File: config.mk
export PLATFORM = sky130hd
export DESIGN_NAME = divrem_arbiter
export DESIGN_NICKNAME = d
export VERILOG_FILES = /design/src/rtl/divrem_arbiter.sv
export SDC_FILE = /design/constraint.sdc
export NUM_CORES = 1
export LEC_CHECK = 0
export ABC_AREA = 0
export CAP_MARGIN = 5
export CORE_MARGIN = 2
export CORE_UTILIZATION = 25
export CTS_BUF_LIST = sky130_fd_sc_hd__clkbuf_16
export CTS_CLUSTER_DIAMETER = 40
export DETAILED_ROUTE_END_ITERATION = 12
export GPL_ROUTABILITY_DRIVEN = 0
export GPL_TIMING_DRIVEN = 0
export MAX_ROUTING_LAYER = met4
export PLACE_DENSITY_LB_ADDON = 0.2
export SYNTH_ARGS = -nofsm -noshare
export SYNTH_HDL_FRONTEND = slang
export SYNTH_SLANG_ARGS = --single-unit
File: constraint.sdc
create_clock -name clk -period 2.39 [get_ports clk]
set_input_delay 0.478 -clock clk [delete_from_list [all_inputs] [get_ports clk]]
set_output_delay 0.478 -clock clk [all_outputs]
set_load 0.01 [all_outputs]
File: src/rtl/divrem_arbiter.sv
// divrem_arbiter: shares one divrem between NREQ requesters.
// Each slot buffers one {num, den} job. Jobs are issued to the divider in
// round-robin order. Each result comes back to its slot as a one-cycle pulse.
// A watchdog ends a WAIT that never completes and reports it as an error.
// The attached divrem is driven from the same rst, so both clear on one edge.
module divrem_arbiter #(
   parameter int WIDTH_LOG = 4,
   parameter int NREQ      = 2,
   parameter int TIMEOUT   = 64,
   localparam int WIDTH    = 1 << WIDTH_LOG
) (
   input  logic                  clk,
   input  logic                  rst,
   input  logic [NREQ-1:0]       req_valid,
   output logic [NREQ-1:0]       req_ready,
   input  logic [NREQ*WIDTH-1:0] req_num,
   input  logic [NREQ*WIDTH-1:0] req_den,
   output logic [NREQ-1:0]       resp_valid,
   output logic [WIDTH-1:0]      resp_rem,
   output logic                  resp_error,
   output logic                  timeout_seen,
   output logic                  div_go,
   output logic [WIDTH-1:0]      div_num,
   output logic [WIDTH-1:0]      div_den,
   input  logic                  div_ready,
   input  logic                  div_error,
   input  logic [WIDTH-1:0]      div_rem
);

   localparam int         GW      = (NREQ > 1) ? $clog2(NREQ) : 1;
   localparam logic [7:0] WD_LAST = 8'(TIMEOUT - 1);

   typedef enum logic [1:0] {S_IDLE, S_SETTLE, S_WAIT, S_FLUSH} state_t;

   state_t            state_q, state_n;
   logic [NREQ-1:0]   pending_q, pending_n;
   logic [NREQ-1:0]   accept;
   logic [GW-1:0]     grant_q, grant_n;
   logic [GW-1:0]     last_grant_q, last_grant_n;
   logic [7:0]        wd_cnt_q, wd_cnt_n;
   logic [WIDTH-1:0]  num_buf [NREQ];
   logic [WIDTH-1:0]  den_buf [NREQ];
   logic [GW-1:0]     pick, cand;
   logic              pick_found;
   logic [NREQ-1:0]   grant_onehot;

   logic              div_go_n;
   logic [WIDTH-1:0]  div_num_n, div_den_n, resp_rem_n;
   logic [NREQ-1:0]   resp_valid_n;
   logic              resp_error_n, timeout_seen_n;

   assign accept       = req_valid & req_ready;
   assign grant_onehot = NREQ'(1) << grant_q;

   // Round-robin search: first pending slot after the last one served
   always_comb begin
      pick       = last_grant_q;
      pick_found = 1'b0;
      cand       = '0;
      for (int k = 1; k <= NREQ; k++) begin
         cand = GW'((int'(last_grant_q) + k) % NREQ);
         if (!pick_found && pending_q[cand]) begin
            pick       = cand;
            pick_found = 1'b1;
         end
      end
   end

   // Next-state and next-output logic; every output is registered below
   always_comb begin
      state_n        = state_q;
      grant_n        = grant_q;
      last_grant_n   = last_grant_q;
      wd_cnt_n       = wd_cnt_q;
      div_go_n       = 1'b0;
      div_num_n      = div_num;
      div_den_n      = div_den;
      resp_valid_n   = '0;
      resp_rem_n     = resp_rem;
      resp_error_n   = resp_error;
      timeout_seen_n = timeout_seen;
      case (state_q)
         S_IDLE: begin
            if (pick_found) begin
               grant_n   = pick;
               div_num_n = num_buf[pick];
               div_den_n = den_buf[pick];
               div_go_n  = 1'b1;
               state_n   = S_SETTLE;
            end
         end
         S_SETTLE: begin
            wd_cnt_n = '0;
            state_n  = S_WAIT;
         end
         S_WAIT: begin
            if (div_error) begin
               resp_valid_n = grant_onehot;
               resp_error_n = 1'b1;
               resp_rem_n   = '0;
               last_grant_n = grant_q;
               state_n      = S_IDLE;
            end else if (div_ready) begin
               resp_valid_n = grant_onehot;
               resp_error_n = 1'b0;
               resp_rem_n   = div_rem;
               last_grant_n = grant_q;
               state_n      = S_IDLE;
            end else if (wd_cnt_q == WD_LAST) begin
               resp_valid_n   = grant_onehot;
               resp_error_n   = 1'b1;
               resp_rem_n     = '0;
               timeout_seen_n = 1'b1;
               state_n        = S_FLUSH;
            end else if (wd_cnt_q != 8'hFF) begin
               wd_cnt_n = wd_cnt_q + 8'd1;
            end
         end
         S_FLUSH: begin
            if (div_ready || div_error) begin
               last_grant_n = grant_q;
               state_n      = S_IDLE;
            end
         end
         default: begin
            div_go_n       = 1'bx;
            div_num_n      = 'x;
            div_den_n      = 'x;
            resp_valid_n   = 'x;
            resp_rem_n     = 'x;
            resp_error_n   = 1'bx;
            timeout_seen_n = 1'bx;
            state_n        = S_IDLE;
         end
      endcase
      pending_n = (pending_q | accept) & ~resp_valid_n;
   end

   // Control and output registers. req_ready drops on accept and rises only
   // one cycle after the response pulse, so a slot can't re-accept during it.
   always_ff @(posedge clk) begin
      if (!rst) begin
         state_q      <= S_IDLE;
         pending_q    <= '0;
         req_ready    <= '1;
         grant_q      <= '0;
         last_grant_q <= GW'(NREQ - 1);
         wd_cnt_q     <= '0;
         div_go       <= 1'b0;
         div_num      <= '0;
         div_den      <= '0;
         resp_valid   <= '0;
         resp_rem     <= '0;
         resp_error   <= 1'b0;
         timeout_seen <= 1'b0;
      end else begin
         state_q      <= state_n;
         pending_q    <= pending_n;
         req_ready    <= ~(pending_q | accept);
         grant_q      <= grant_n;
         last_grant_q <= last_grant_n;
         wd_cnt_q     <= wd_cnt_n;
         div_go       <= div_go_n;
         div_num      <= div_num_n;
         div_den      <= div_den_n;
         resp_valid   <= resp_valid_n;
         resp_rem     <= resp_rem_n;
         resp_error   <= resp_error_n;
         timeout_seen <= timeout_seen_n;
      end
   end

   // Per-slot operand buffers, loaded on each handshake
   always_ff @(posedge clk) begin
      if (!rst) begin
         for (int i = 0; i < NREQ; i++) begin
            num_buf[i] <= '0;
            den_buf[i] <= '0;
         end
      end else begin
         for (int i = 0; i < NREQ; i++) begin
            if (accept[i]) begin
               num_buf[i] <= req_num[i*WIDTH +: WIDTH];
               den_buf[i] <= req_den[i*WIDTH +: WIDTH];
            end
         end
      end
   end

   // Simulation sanity checks on the strobes and control inputs
   a_resp_onehot : assert property (@(posedge clk) disable iff (!rst) $onehot0(resp_valid));
   a_go_settle   : assert property (@(posedge clk) disable iff (!rst) div_go |-> state_q == S_SETTLE);
   a_no_x        : assert property (@(posedge clk) !$isunknown({rst, clk}));

endmodule

==> impl_metrics.env <==
export IMPL_status="complete, no violations"
export IMPL_h_tree_depth=4
export IMPL_clock_latency_ns=0.41
export IMPL_critical_path_startpoint="rst"
export IMPL_final_common_cell="clkdlybuf4s50_1"
export IMPL_setup_viol=0
export IMPL_period_share_pct=89.3
export IMPL_finClkSkew_ns=0.00822
export IMPL_crit_required_ns=2.33
export IMPL_yosysUniqueCellTypes=43
export IMPL_postCtsSetupBuffers=0
export IMPL_cts_clk_slew_worst_paths_ns=0.06
export IMPL_r2r_slack_ns=0.56
export IMPL_postPlaceCellArea_um2=7090
export IMPL_hold_start="timeout_seen$_SDFFE_PN0P_"
export IMPL_worstPathMaxFanout=32
export IMPL_r2r_end="wd_cnt_q[6]$_SDFFE_PN0P_"
export IMPL_synth_seq_cells=133
export IMPL_syn_cell_area_um2=5310
export IMPL_syn_nets=545
export IMPL_track_usage_pct=13.0
export IMPL_nets=705
export IMPL_grt_pass1_vias=3924
export IMPL_final_cell_mix="clkdlybuf4s50_1, dfxtp_1, and2_1"
export IMPL_cts_num_sinks=133
export IMPL_place_detailed_hpwl_um=9940
export IMPL_critPathBufInv=2
export IMPL_finalHoldViolations=0
export IMPL_drt_initial_drc_count=211
export IMPL_worst_slew_pin_slew_ns=0.896
export IMPL_drtPass1Iterations=4
export IMPL_dieArea_um2=22400
export IMPL_p_per_area_nw_per_um2=816
export IMPL_start_kind="input port"
export IMPL_fin_crit_ns=2.13
export IMPL_die_w_um=150
export IMPL_avgViaCountPerCell=4.31
export IMPL_dr_max_layer_used="met4"
export IMPL_die_h_um=150
export IMPL_n_antenna_cell=0
export IMPL_ir_drop_uv=448
export IMPL_avgSynthCellArea_um2=11.6
export IMPL_critical_path_arrival_ns=2.08
export IMPL_synth_edf_count=64
export IMPL_wl_met2_um=6520
export IMPL_initial_core_util_pct=25.3
export IMPL_final_layout_size_suffix_gt1_share_pct=9.83
export IMPL_grt_start_max_net_pins=33
export IMPL_grt_pass1_wl_um=21400
export IMPL_core_um2=21000
export IMPL_wl_met3_um=867
export IMPL_cts_buffers=17
export IMPL_maxCapViolCount=0
export IMPL_ys_seq_area_share_pct=62.2
export IMPL_wl_um=13800
export IMPL_ys_warn_count=0
export IMPL_relSlewSlack_pct=40.1
export IMPL_end_kind="flip-flop"
export IMPL_vias=3901
export IMPL_synthFlopType="dfxtp_1"
export IMPL_antenna_found_initial=0
export IMPL_power_leakage_uw=0.00279
export IMPL_worstSetupEndpoint="num_buf[1][5]$_SDFFCE_PN0P_"
export IMPL_syn_inst=458
export IMPL_fmax_mhz=469
export IMPL_io_pins=141
export IMPL_hold_path_depth=2
export IMPL_drv_slew=0
export IMPL_worst_r2r_path_depth=7
export IMPL_ant_nets=0
export IMPL_cts_tree="built"
export IMPL_grt_ovfl_total=0
export IMPL_area_growth_pct=45.2
export IMPL_grt_setup_unrepaired="false"
export IMPL_crit_chain="clkdlybuf4s50_1, clkbuf_1, nand2_2"
export IMPL_numPortBuffers=140
export IMPL_drcViolationCount=0
export IMPL_critPathKind="in2reg"
export IMPL_slowest_stage="nand2_2"
export IMPL_clock_path_buffers=2
export IMPL_avgRoutedWirePerCell_um=15.3
export IMPL_worst_path_stages=3
export IMPL_async_reset_ff_share_pct=0
export IMPL_row_count=53
export IMPL_max_stage_delay_ns=0.64
export IMPL_min_path_type="reg2reg"
export IMPL_finalSetupTns_ns=0
export IMPL_final_cell_area_um2=7710
export IMPL_cts_root_buf="clkbuf_16"
export IMPL_met1_length_um=6330
export IMPL_cp_top_family="buffers and inverters"
export IMPL_r2r_start="wd_cnt_q[0]$_SDFFE_PN0P_"
## per-layer routing
metal,vias to the layer above,track usage (%)
li1,1953,-
met1,1805,16.6
met2,133,20.5
met3,10,3.51
met4,0,3.68
met5,-,-
## registers in the layout, indices dropped and copies added (netlist names), 2 cells and up
register,cells
req_ready,2
resp_valid,2
resp_rem,16
num_buf,32
den_buf,32
pending_q,2
div_den,16
state_q,2
wd_cnt_q,8
div_num,16
## worst register-to-register path, cell delays in order, from the launching register on
cell     delay (ns)
dfxtp_1        0.41
ha_1           0.17
buf_2          0.20
inv_1          0.09
o31ai_2        0.41
buf_6          0.21
a21oi_1        0.08
o22ai_1        0.19
## worst min-delay path by stage
stage / end
6_report: timeout_seen$_SDFFE_PN0P_
5_1_grt: resp_error$_SDFFE_PN0P_
4_1_cts: resp_rem[7]$_SDFFE_PN0P_
3_5_place_dp: resp_rem[7]$_SDFFE_PN0P_
3_3_place_gp: resp_error$_SDFFE_PN0P_
2_1_floorplan: resp_valid[0]$_SDFF_PN0_
## power breakdown
group	internal [uW]	leakage [uW]	switching (uW)	total, uW
Sequential	2610	0.00125	91.0	2700
Clock	1720	0.000318	969	2690
Combinational	468	0.00122	439	907
## cells in the mapped netlist (2+ instances only)
library cell | n | area [um2]
dfxtp_1 | 69 | 1380
and2_1 | 65 | 407
edfxtp_1 | 64 | 1920
nor2_1 | 41 | 154
mux2i_1 | 33 | 330
a211oi_1 | 32 | 240
nand2_1 | 28 | 105
a21oi_1 | 25 | 125
o21ai_0 | 19 | 95.1
clkbuf_1 | 18 | 67.6
buf_2 | 8 | 40.0
inv_1 | 6 | 22.5
nand3_1 | 6 | 30.0
buf_4 | 4 | 30.0
nand4_1 | 3 | 18.8
nor4_1 | 3 | 18.8
o211ai_1 | 3 | 22.5
a31oi_1 | 2 | 12.5
nor3_1 | 2 | 10.0
o2111ai_1 | 2 | 17.5
o21a_1 | 2 | 15.0
o41ai_2 | 2 | 32.5
## through the flow
| stage | hold WS [ns] | utilization, % | power, uW | instances | worst slack, ns |
|---|---|---|---|---|---|
| after floorplan | 0.424 | - | 3170 | 458 | 0.589 |
| after global placement | 0.453 | 33.7 | 3660 | 873 | -0.793 |
| after detailed placement | 0.466 | 33.8 | 3680 | 874 | -0.327 |
| after CTS | 0.474 | 36.8 | 6380 | 906 | 0.102 |
| after global routing | 0.494 | 36.8 | 6590 | 906 | 0.101 |
| final | 0.472 | 36.8 | 6290 | 906 | 0.256 |
## cells by family (layout without fill, tap and decap cells)
kind of cell	count (synthesis)	count (layout)	synth area share, %
compound gates	94	94	12.0
xor+xnor	1	1	0.165
fa+ha+maj	1	1	0.236
buf+inv	38	211	3.30
flops	133	133	62.2
mux	34	34	6.43
simple gates	157	157	15.6
## layout make-up
class,count,area [um2]
well taps,275,344
clock inverters,12,119
clock buffers,20,500
plain buffers,31,149
flip-flops and latches,133,3300
inverters,7,26.3
fillers,2121,13200
multi-input cells,287,1840
repair buffers,141,1430
## repair_timing
| item | 4_1_cts | 5_1_grt |
|---|---|---|
| hold buffers | 0 | 0 |
| endpoints found under the setup margin | 0 | 11 |
| resized for setup | 0 | 1 |
Note: power is estimated with default switching activity, not from simulation.
